===== src/rtl/cpu_pkg.sv =====
// Shared CPU definitions: default register-file geometry, the register word type and the
// address-width helper used wherever a register index is sized.
package cpu_pkg;

  // Index width for n entries; never below one bit so a single-entry file still has a port.
  function automatic int unsigned addr_width(input int unsigned n);
    return (n > 1) ? $clog2(n) : 1;
  endfunction

  localparam int unsigned DATA_W   = 32;
  localparam int unsigned NUM_REGS = 32;
  localparam int unsigned ADDR_W   = addr_width(NUM_REGS);

  typedef logic [DATA_W-1:0] reg_word_t;

endpackage


===== src/rtl/regfile_wdec.sv =====
// Write-address decoder for the register file: turns a binary write address into a one-hot
// per-register write strobe, all strobes low when the write enable is low. An address with no
// matching register (>= NumRegs) produces no strobe, so such writes fall on the floor.
//
// Ports:
//   we_i      write enable
//   addr_i    binary write address
//   onehot_o  per-register write strobe, bit i selects register i
module regfile_wdec
  import cpu_pkg::*;
#(
  parameter int unsigned NumRegs = NUM_REGS,
  parameter int unsigned AddrW   = addr_width(NumRegs)
) (
  input  logic               we_i,
  input  logic [AddrW-1:0]   addr_i,
  output logic [NumRegs-1:0] onehot_o
);

  always_comb begin
    onehot_o = '0;
    for (int i = 0; i < NumRegs; i++) begin
      if (we_i && (addr_i == AddrW'(i))) begin
        onehot_o[i] = 1'b1;
      end
    end
  end

endmodule


===== src/rtl/register_file.sv =====
// Two-read, one-write register file with registered read ports and a flat view of every
// register for a downstream select mux.
//
// Ports:
//   clk        clock, all state updates on the rising edge
//   rst_n      asynchronous active-low reset; clears registers and read data
//   we         write enable
//   waddr      write address
//   wdata      write data
//   raddr1/2   read addresses
//   rdata1/2   read data, one-cycle latency, a same-edge write to the read address is forwarded
//   regs_flat  all registers, bits [DATA_W*i +: DATA_W] hold register i
//
// Build option: define REG0_ZERO_EN to hardwire register 0 to zero (writes discarded, reads and
// the flat slice always zero, no forwarding). Undefined, register 0 is an ordinary register.
module register_file
  import cpu_pkg::addr_width;
#(
  parameter int unsigned DATA_W   = cpu_pkg::DATA_W,
  parameter int unsigned NUM_REGS = cpu_pkg::NUM_REGS,
  localparam int unsigned ADDR_W  = addr_width(NUM_REGS)
) (
  input  logic                       clk,
  input  logic                       rst_n,
  input  logic                       we,
  input  logic [ADDR_W-1:0]          waddr,
  input  logic [DATA_W-1:0]          wdata,
  input  logic [ADDR_W-1:0]          raddr1,
  input  logic [ADDR_W-1:0]          raddr2,
  output logic [DATA_W-1:0]          rdata1,
  output logic [DATA_W-1:0]          rdata2,
  output logic [NUM_REGS*DATA_W-1:0] regs_flat
);

  // The address space is padded to a power of two so any read address indexes a defined slot;
  // slots without a register read as zero and never take a write strobe.
  localparam int unsigned NumSlots = 1 << ADDR_W;

`ifdef REG0_ZERO_EN
  localparam bit Reg0Zero = 1'b1;
`else
  localparam bit Reg0Zero = 1'b0;
`endif

  logic [NUM_REGS-1:0] wen_oh;
  logic [NumSlots-1:0] wen_ext;
  logic [DATA_W-1:0]   regs_ext [NumSlots];

  logic [DATA_W-1:0] rdata1_d, rdata1_q;
  logic [DATA_W-1:0] rdata2_d, rdata2_q;

  regfile_wdec #(
    .NumRegs (NUM_REGS),
    .AddrW   (ADDR_W)
  ) u_wdec (
    .we_i     (we),
    .addr_i   (waddr),
    .onehot_o (wen_oh)
  );

  // Storage: one flop bank per real register; hardwired and padding slots are constant zero.
  for (genvar i = 0; i < NumSlots; i++) begin : g_slot
    if ((i >= NUM_REGS) || ((i == 0) && Reg0Zero)) begin : g_const
      assign wen_ext[i]  = 1'b0;
      assign regs_ext[i] = '0;
    end else begin : g_reg
      logic [DATA_W-1:0] word_q;

      always_ff @(posedge clk or negedge rst_n) begin
        if (!rst_n) begin
          word_q <= '0;
        end else if (wen_oh[i]) begin
          word_q <= wdata;
        end
      end

      assign wen_ext[i]  = wen_oh[i];
      assign regs_ext[i] = word_q;
    end
  end

`ifdef REG0_ZERO_EN
  // Register 0 has no storage, so its write strobe goes nowhere.
  logic unused_wen0;
  assign unused_wen0 = wen_oh[0];
`endif

  for (genvar i = 0; i < NUM_REGS; i++) begin : g_flat
    assign regs_flat[DATA_W*i +: DATA_W] = regs_ext[i];
  end

  // Read next-state: a write landing on the read address this edge wins over the stored word.
  always_comb begin
    rdata1_d = wen_ext[raddr1] ? wdata : regs_ext[raddr1];
    rdata2_d = wen_ext[raddr2] ? wdata : regs_ext[raddr2];
  end

  always_ff @(posedge clk or negedge rst_n) begin
    if (!rst_n) begin
      rdata1_q <= '0;
      rdata2_q <= '0;
    end else begin
      rdata1_q <= rdata1_d;
      rdata2_q <= rdata2_d;
    end
  end

  assign rdata1 = rdata1_q;
  assign rdata2 = rdata2_q;

endmodule


===== config.mk =====
export PLATFORM = sky130hd
export DESIGN_NAME = register_file
export DESIGN_NICKNAME = d
export VERILOG_FILES = /design/src/rtl/cpu_pkg.sv /design/src/rtl/regfile_wdec.sv /design/src/rtl/register_file.sv
export SDC_FILE = /design/constraint.sdc
export NUM_CORES = 2
export LEC_CHECK = 0
export CAP_MARGIN = 20
export CORE_AREA = 2 2 444 446
export DETAILED_ROUTE_END_ITERATION = 10
export DIE_AREA = 0 0 446 448
export PLACE_DENSITY = 0.6
export SYNTH_ARGS = -nofsm -noshare
export SYNTH_HDL_FRONTEND = slang
export SYNTH_HIERARCHICAL = 1
export SYNTH_SLANG_ARGS = --single-unit
export TNS_END_PERCENT = 30

===== constraint.sdc =====
create_clock -name clk -period 1.6 [get_ports clk]
set_clock_uncertainty 0.2 [all_clocks]
set_input_delay 0.32 -clock clk [delete_from_list [all_inputs] [get_ports clk]]
set_output_delay 0.32 -clock clk [all_outputs]
set_load 0.005 [all_outputs]

Yosys cells after proc, flatten, opt, wreduce, memory -nomap -nowiden
Cells that the tools add are included.
{"block": "word_totals", "word_cells": 148, "input_bits": 50, "regBits": 1088, "out_inout_bits": 1088}
{"block": "op_classes", "magnitude_cmp": 4, "bitwise_logic": 2, "n_mux": 44, "n_eq_ne": 31, "reduce_logical": 33}
{"cell": "binary-select mux 32 bit (select 5 bit)", "n": 2}
{"cell": "2-to-1 mux 32 bit", "n": 6}
{"cell": "equality test 5 bit, second input constant", "n": 16}
{"cell": "equality test 5 x 4 -> 1 bit, second input constant", "n": 8}
{"cell": "2-to-1 mux 1 bit", "n": 34}
{"cell": "logical AND 1 bit", "n": 32}
{"cell": "equality test 5 x 3 -> 1 bit, second input constant", "n": 4}
{"cell": "greater-or-equal comparator 6 bit, second input constant", "n": 2}
{"cell": "less-than comparator 5 x 6 -> 1 bit, second input constant", "n": 2}
{"cell": "NOT 5 -> 6 bit", "n": 2}
{"cell": "binary-select mux 1 bit (select 5 bit)", "n": 2}
{"cell": "equality test 5 x 2 -> 1 bit, second input constant", "n": 2}
{"cell": "equality test 5 x 1 -> 1 bit, second input constant", "n": 1}
{"cell": "logical NOT 5 bit", "n": 1}

Longest topological paths before layout
{"block": "logic_depth", "word_depth": 6, "ltp_mapped": 10, "depth_no_buf": 7}

Hierarchy
The synthesis kept the hierarchy.
{"module": "register_file", "cells_each": 3811, "area_per_inst_um2": 56656.8, "n_inst": 1}
{"module": "regfile_wdec", "cells_each": 47, "area_per_inst_um2": 234.0, "n_inst": 1}

Worst setup path after synthesis
Ideal clock, no wire load.
{"block": "synth_path", "path_type": "in2reg", "startpoint": "input waddr[3]", "endpoint": "register rdata2_q[10] (netlist: rdata2[10])", "slack_ps": -1005, "arrival_ps": 2280, "t_required_ps": 1275, "path_stages": 9, "path_cell_list": "or4b_4 > nor2_1 > clkbuf_1 > mux2i_1 > a22oi_1 > nand3_1 > nand4_1 > buf_2 > mux2_2"}
{"block": "synth_via", "elab_chain_len": 6, "word_cells_on_any_way": 99, "cone_classes": "eq/ne: 31; mux: 35; reduce/logical: 33"}
{"element": "from (decl)", "line_no": "register_file.sv:26", "text": "input logic [ADDR_W-1:0] waddr,"}
{"element": "logical NOT 5 bit", "line_no": "regfile_wdec.sv:23", "text": "if (we_i && (addr_i == AddrW'(i))) begin"}
{"element": "logical AND 1 bit", "line_no": "regfile_wdec.sv:23"}
{"element": "2-to-1 mux 1 bit", "line_no": "regfile_wdec.sv:23"}
{"element": "net wen_ext[0]", "line_no": "register_file.sv:46", "text": "logic [NumSlots-1:0] wen_ext;"}
{"element": "binary-select mux 1 bit (select 5 bit)", "line_no": "register_file.sv:95", "text": "rdata2_d = wen_ext[raddr2] ? wdata : regs_ext[raddr2];"}
{"element": "2-to-1 mux 1 bit (not written as such)", "line_no": "register_file.sv:95"}
{"element": "2-to-1 mux 32 bit", "line_no": "register_file.sv:95"}
{"element": "net rdata2_d[10]", "line_no": "register_file.sv:50", "text": "logic [DATA_W-1:0] rdata2_d, rdata2_q;"}
{"element": "to (signal assigned)", "line_no": "register_file.sv:104", "text": "rdata2_q <= rdata2_d;"}
{"element": "to (decl)", "line_no": "register_file.sv:50"}
The timed path passes the listed nets, and every way through them passes these cells. The select of a mux whose other input is x is not followed.
A chain may end at the register's enable or synchronous reset.

Worst setup path after layout
{"block": "layout_path", "startpoint": "register g_slot[18].g_reg.word_q[29]", "endpoint": "register rdata1_q[29] (netlist: rdata1[29])"}
{"block": "layout_via", "elab_chain_len": 4}
{"element": "from (decl)", "line_no": "register_file.sv:67", "text": "logic [DATA_W-1:0] word_q;"}
{"element": "from (signal assigned)", "line_no": "register_file.sv:73", "text": "word_q <= wdata;"}
{"element": "binary-select mux 32 bit (select 5 bit)", "line_no": "register_file.sv:94", "text": "rdata1_d = wen_ext[raddr1] ? wdata : regs_ext[raddr1];"}
{"element": "2-to-1 mux 32 bit (not written as such) (2 in a row)", "line_no": "register_file.sv:94"}
{"element": "2-to-1 mux 32 bit", "line_no": "register_file.sv:94"}
{"element": "net rdata1_d[29]", "line_no": "register_file.sv:49", "text": "logic [DATA_W-1:0] rdata1_d, rdata1_q;"}
{"element": "to (signal assigned)", "line_no": "register_file.sv:103", "text": "rdata1_q <= rdata1_d;"}
{"element": "to (decl)", "line_no": "register_file.sv:49"}
The timed path passes the listed nets, and every way through them passes these cells. The select of a mux whose other input is x is not followed.

==> results.tsv <==
metric	value	unit
status	finished, violations left	
violations	setup timing	
path_cells	buf_4 > mux4_2 > a22oi_1 > buf_4 > nand4_1 > mux2_4	
top_layer	met5	
worstSetupStartpointType	register	
hold_class	in2async	
wl_met2	149000	um
max_cap_viol_count	0	
crit_family	multiplexers	
detail-route-antenna-nets	0	
min_period	2.15	ns
synth_fp_nets	3908	
synth_cells	3858	
h-tree-depth	4	
crit_buf_inv	2	
cp.required	2.10	ns
cts.sinks	1088	
grt.overflow.total	0	
final_cell_mix	1592 x buf_4, 1362 x buf_6, 1046 x dfrtp_1	
crit_path_end_kind	register	
clk_pin_slew	0.06	ns
grt_max_degree	59	
final_common_cell	buf_4	
synth.distinct_cells	37	
tightestPinTransition	1.07	ns
cp_slowest_cell	mux4_2	
drive_gt1_share	72.4	%
area_growth	76.6	%
min_period_over_period	135	%
power	123	mW
setup_viol	1700	
routedWlPerCell	35.0	um
placementRows	162	
hold_viol	0	
pre_cts_slack	-1.78	ns
ys_seq_area_share	47.9	%
drt-initial-drc-count	5461	
wl	349000	um
p_leak	47.4	nW
syn_avg_cell_area	14.7	um^2
grt_setup_unrepaired	yes	
worst_slack	-0.553	ns
met1_length	140000	um
ys_seq_elements	1088	
dr_total_vias	54900	
cp.arrival	2.65	ns
netlist_area	56900	um^2
io_buffers	1137	
antenna_found_initial	31	
die_y	448	um
final_cells	9973	
drtPass1Iterations	5	
critPathMostFrequentCell	buf_4	
regToRegSetupSlack	-0.55	ns
critical_path_class	reg2reg	
grt_pass1_wl	467000	um
yosysTopAreaCell	dfrtp_1	
grt_usage	33.9	%
initial_utilization	29.2	%
yosys-top-cells-area	dfrtp_1 48%, mux2_2 22%, mux4_2 15%, mux2i_1 4.9%, a22oi_1 2.4%	
core_area	195000	um^2
cts_root_buffer	clkbuf_16	
dieArea	200000	um^2
fmaxAchievable	0.464	GHz
vias_per_cell	5.51	
p_per_area	1230	nW/um^2
synth_top_area_share	47.9	%
cts_inserted_buffers	135	
grt_pass1_vias	54800	
slew_headroom	28.7	%
fin_nets	7360	
yosys_warnings	6	
placed_cells	8823	
ir_drop	0.000822	V
finalSetupTns	-530.65	ns
cpPeakStageDelay	0.54	ns
die_w	446	um
dr_wl_met3	31200	um
slew_violations	0	
route.detailed.drc	0	
cp_max_fo	2	
num_io_pins	1138	
gp_congestion	0.980	
place_hpwl	262000	um
cts_tree	done	
clkLatencyLatePin	0.83	ns
clockBufferDepth	3	
## metrics by stage
stage	utilization (%)	hold slack, ns	instance area [um^2]
5_1_grt	51.6	0.179	100000
2_1_floorplan	-	-0.176	57900
6_report	51.6	0.180	100000
4_1_cts	50.3	0.123	97900
3_5_place_dp	44.1	0.0940	85900
3_3_place_gp	44.1	0.0968	85900
## layer usage
layer  global-route usage (%)  vias to the layer above
li1                         -                    22000
met1                     44.8                    28900
met2                     49.0                     3090
met3                     8.88                      874
met4                     22.3                        6
met5                        0                        -
## synthesized netlist by cell type
library cell / instances
or2_2: 2
and3_1: 1
buf_12: 2
and2_0: 1
mux4_2: 370
nand4_1: 66
and2_1: 2
nand2_1: 39
nand4bb_1: 3
o2111ai_1: 29
and3b_1: 2
mux4_1: 4
nand3_1: 9
buf_6: 26
nor3_2: 1
nor3b_2: 2
buf_4: 31
and2b_1: 1
buf_2: 67
o21ai_0: 80
nand4b_1: 3
a21oi_1: 6
a22o_1: 2
a22oi_1: 184
mux2_2: 1117
nor2b_1: 6
clkbuf_1: 292
nand2b_1: 5
mux2i_1: 279
nor2_2: 2
dfrtp_1: 1088
inv_1: 2
a221oi_1: 80
buf_8: 1
nor2_1: 44
or4b_4: 1
buf_1: 8
## power breakdown
group / switching [mW] / internal [mW] / total [mW]
registers: 4.41 / 33.0 / 37.4
clock network: 13.2 / 18.0 / 31.2
logic: 22.2 / 32.5 / 54.7
total: 39.8 / 83.4 / 123
## kinds of logic (layout without fill, tap and decap cells)
kind of cell,after synthesis,count (layout),synth area share (%)
multiplexers,1770,1770,41.9
AND/OR/NAND/NOR,190,190,1.80
AO/OA/AOI/OAI,381,381,4.89
buffers and inverters,429,3983,3.60
other,0,19,0
flip-flops,1088,1088,47.9
## final timing paths
check / start / to / depth (start not counted)
min: rst_n / g_slot[0].g_reg.word_q[7] / 3
max reg2reg: g_slot[18].g_reg.word_q[29] / rdata1[29] / 6
max: g_slot[18].g_reg.word_q[29] / rdata1[29] / 6
min in group clk: wdata[10] / g_slot[22].g_reg.word_q[10] / 2
max in group asynchronous: rst_n / g_slot[18].g_reg.word_q[2] / 3
min reg2reg: g_slot[13].g_reg.word_q[24] / g_slot[13].g_reg.word_q[24] / 1
## sequential cells by signal, indices dropped and copies added (netlist names)
signal / flops
rdata1: 32
g_slot.g_reg.word_q: 1024
rdata2: 32
## worst reg2reg max path: cells and delay by family (launching register included)
kind	cells	cell delay, ns
AO/OA/AOI/OAI	1	0.25
buffers and inverters	2	0.28
multiplexers	2	0.82
flip-flops	1	0.37
AND/OR/NAND/NOR	1	0.11
## what timing repair did
action,4_1_cts,5_1_grt
hold endpoints to repair,1088,0
gates resized for setup,3029,1844
pin swaps,77,16
buffers inserted,748,149
cloned,3,0
hold buffers,2,0
setup endpoints to repair,2176,1709
## area by class of cell
type	instances	area, um^2
timing repair buffer	3742	36400
antenna	19	47.5
clock buffer	196	3880
clock inverter	43	485
fill	16700	94100
sequential	1088	27300
multi-input combinational	2341	29200
tap	2542	3180
inverter	2	7.51
Note: power is estimated with default switching activity, not from simulation.
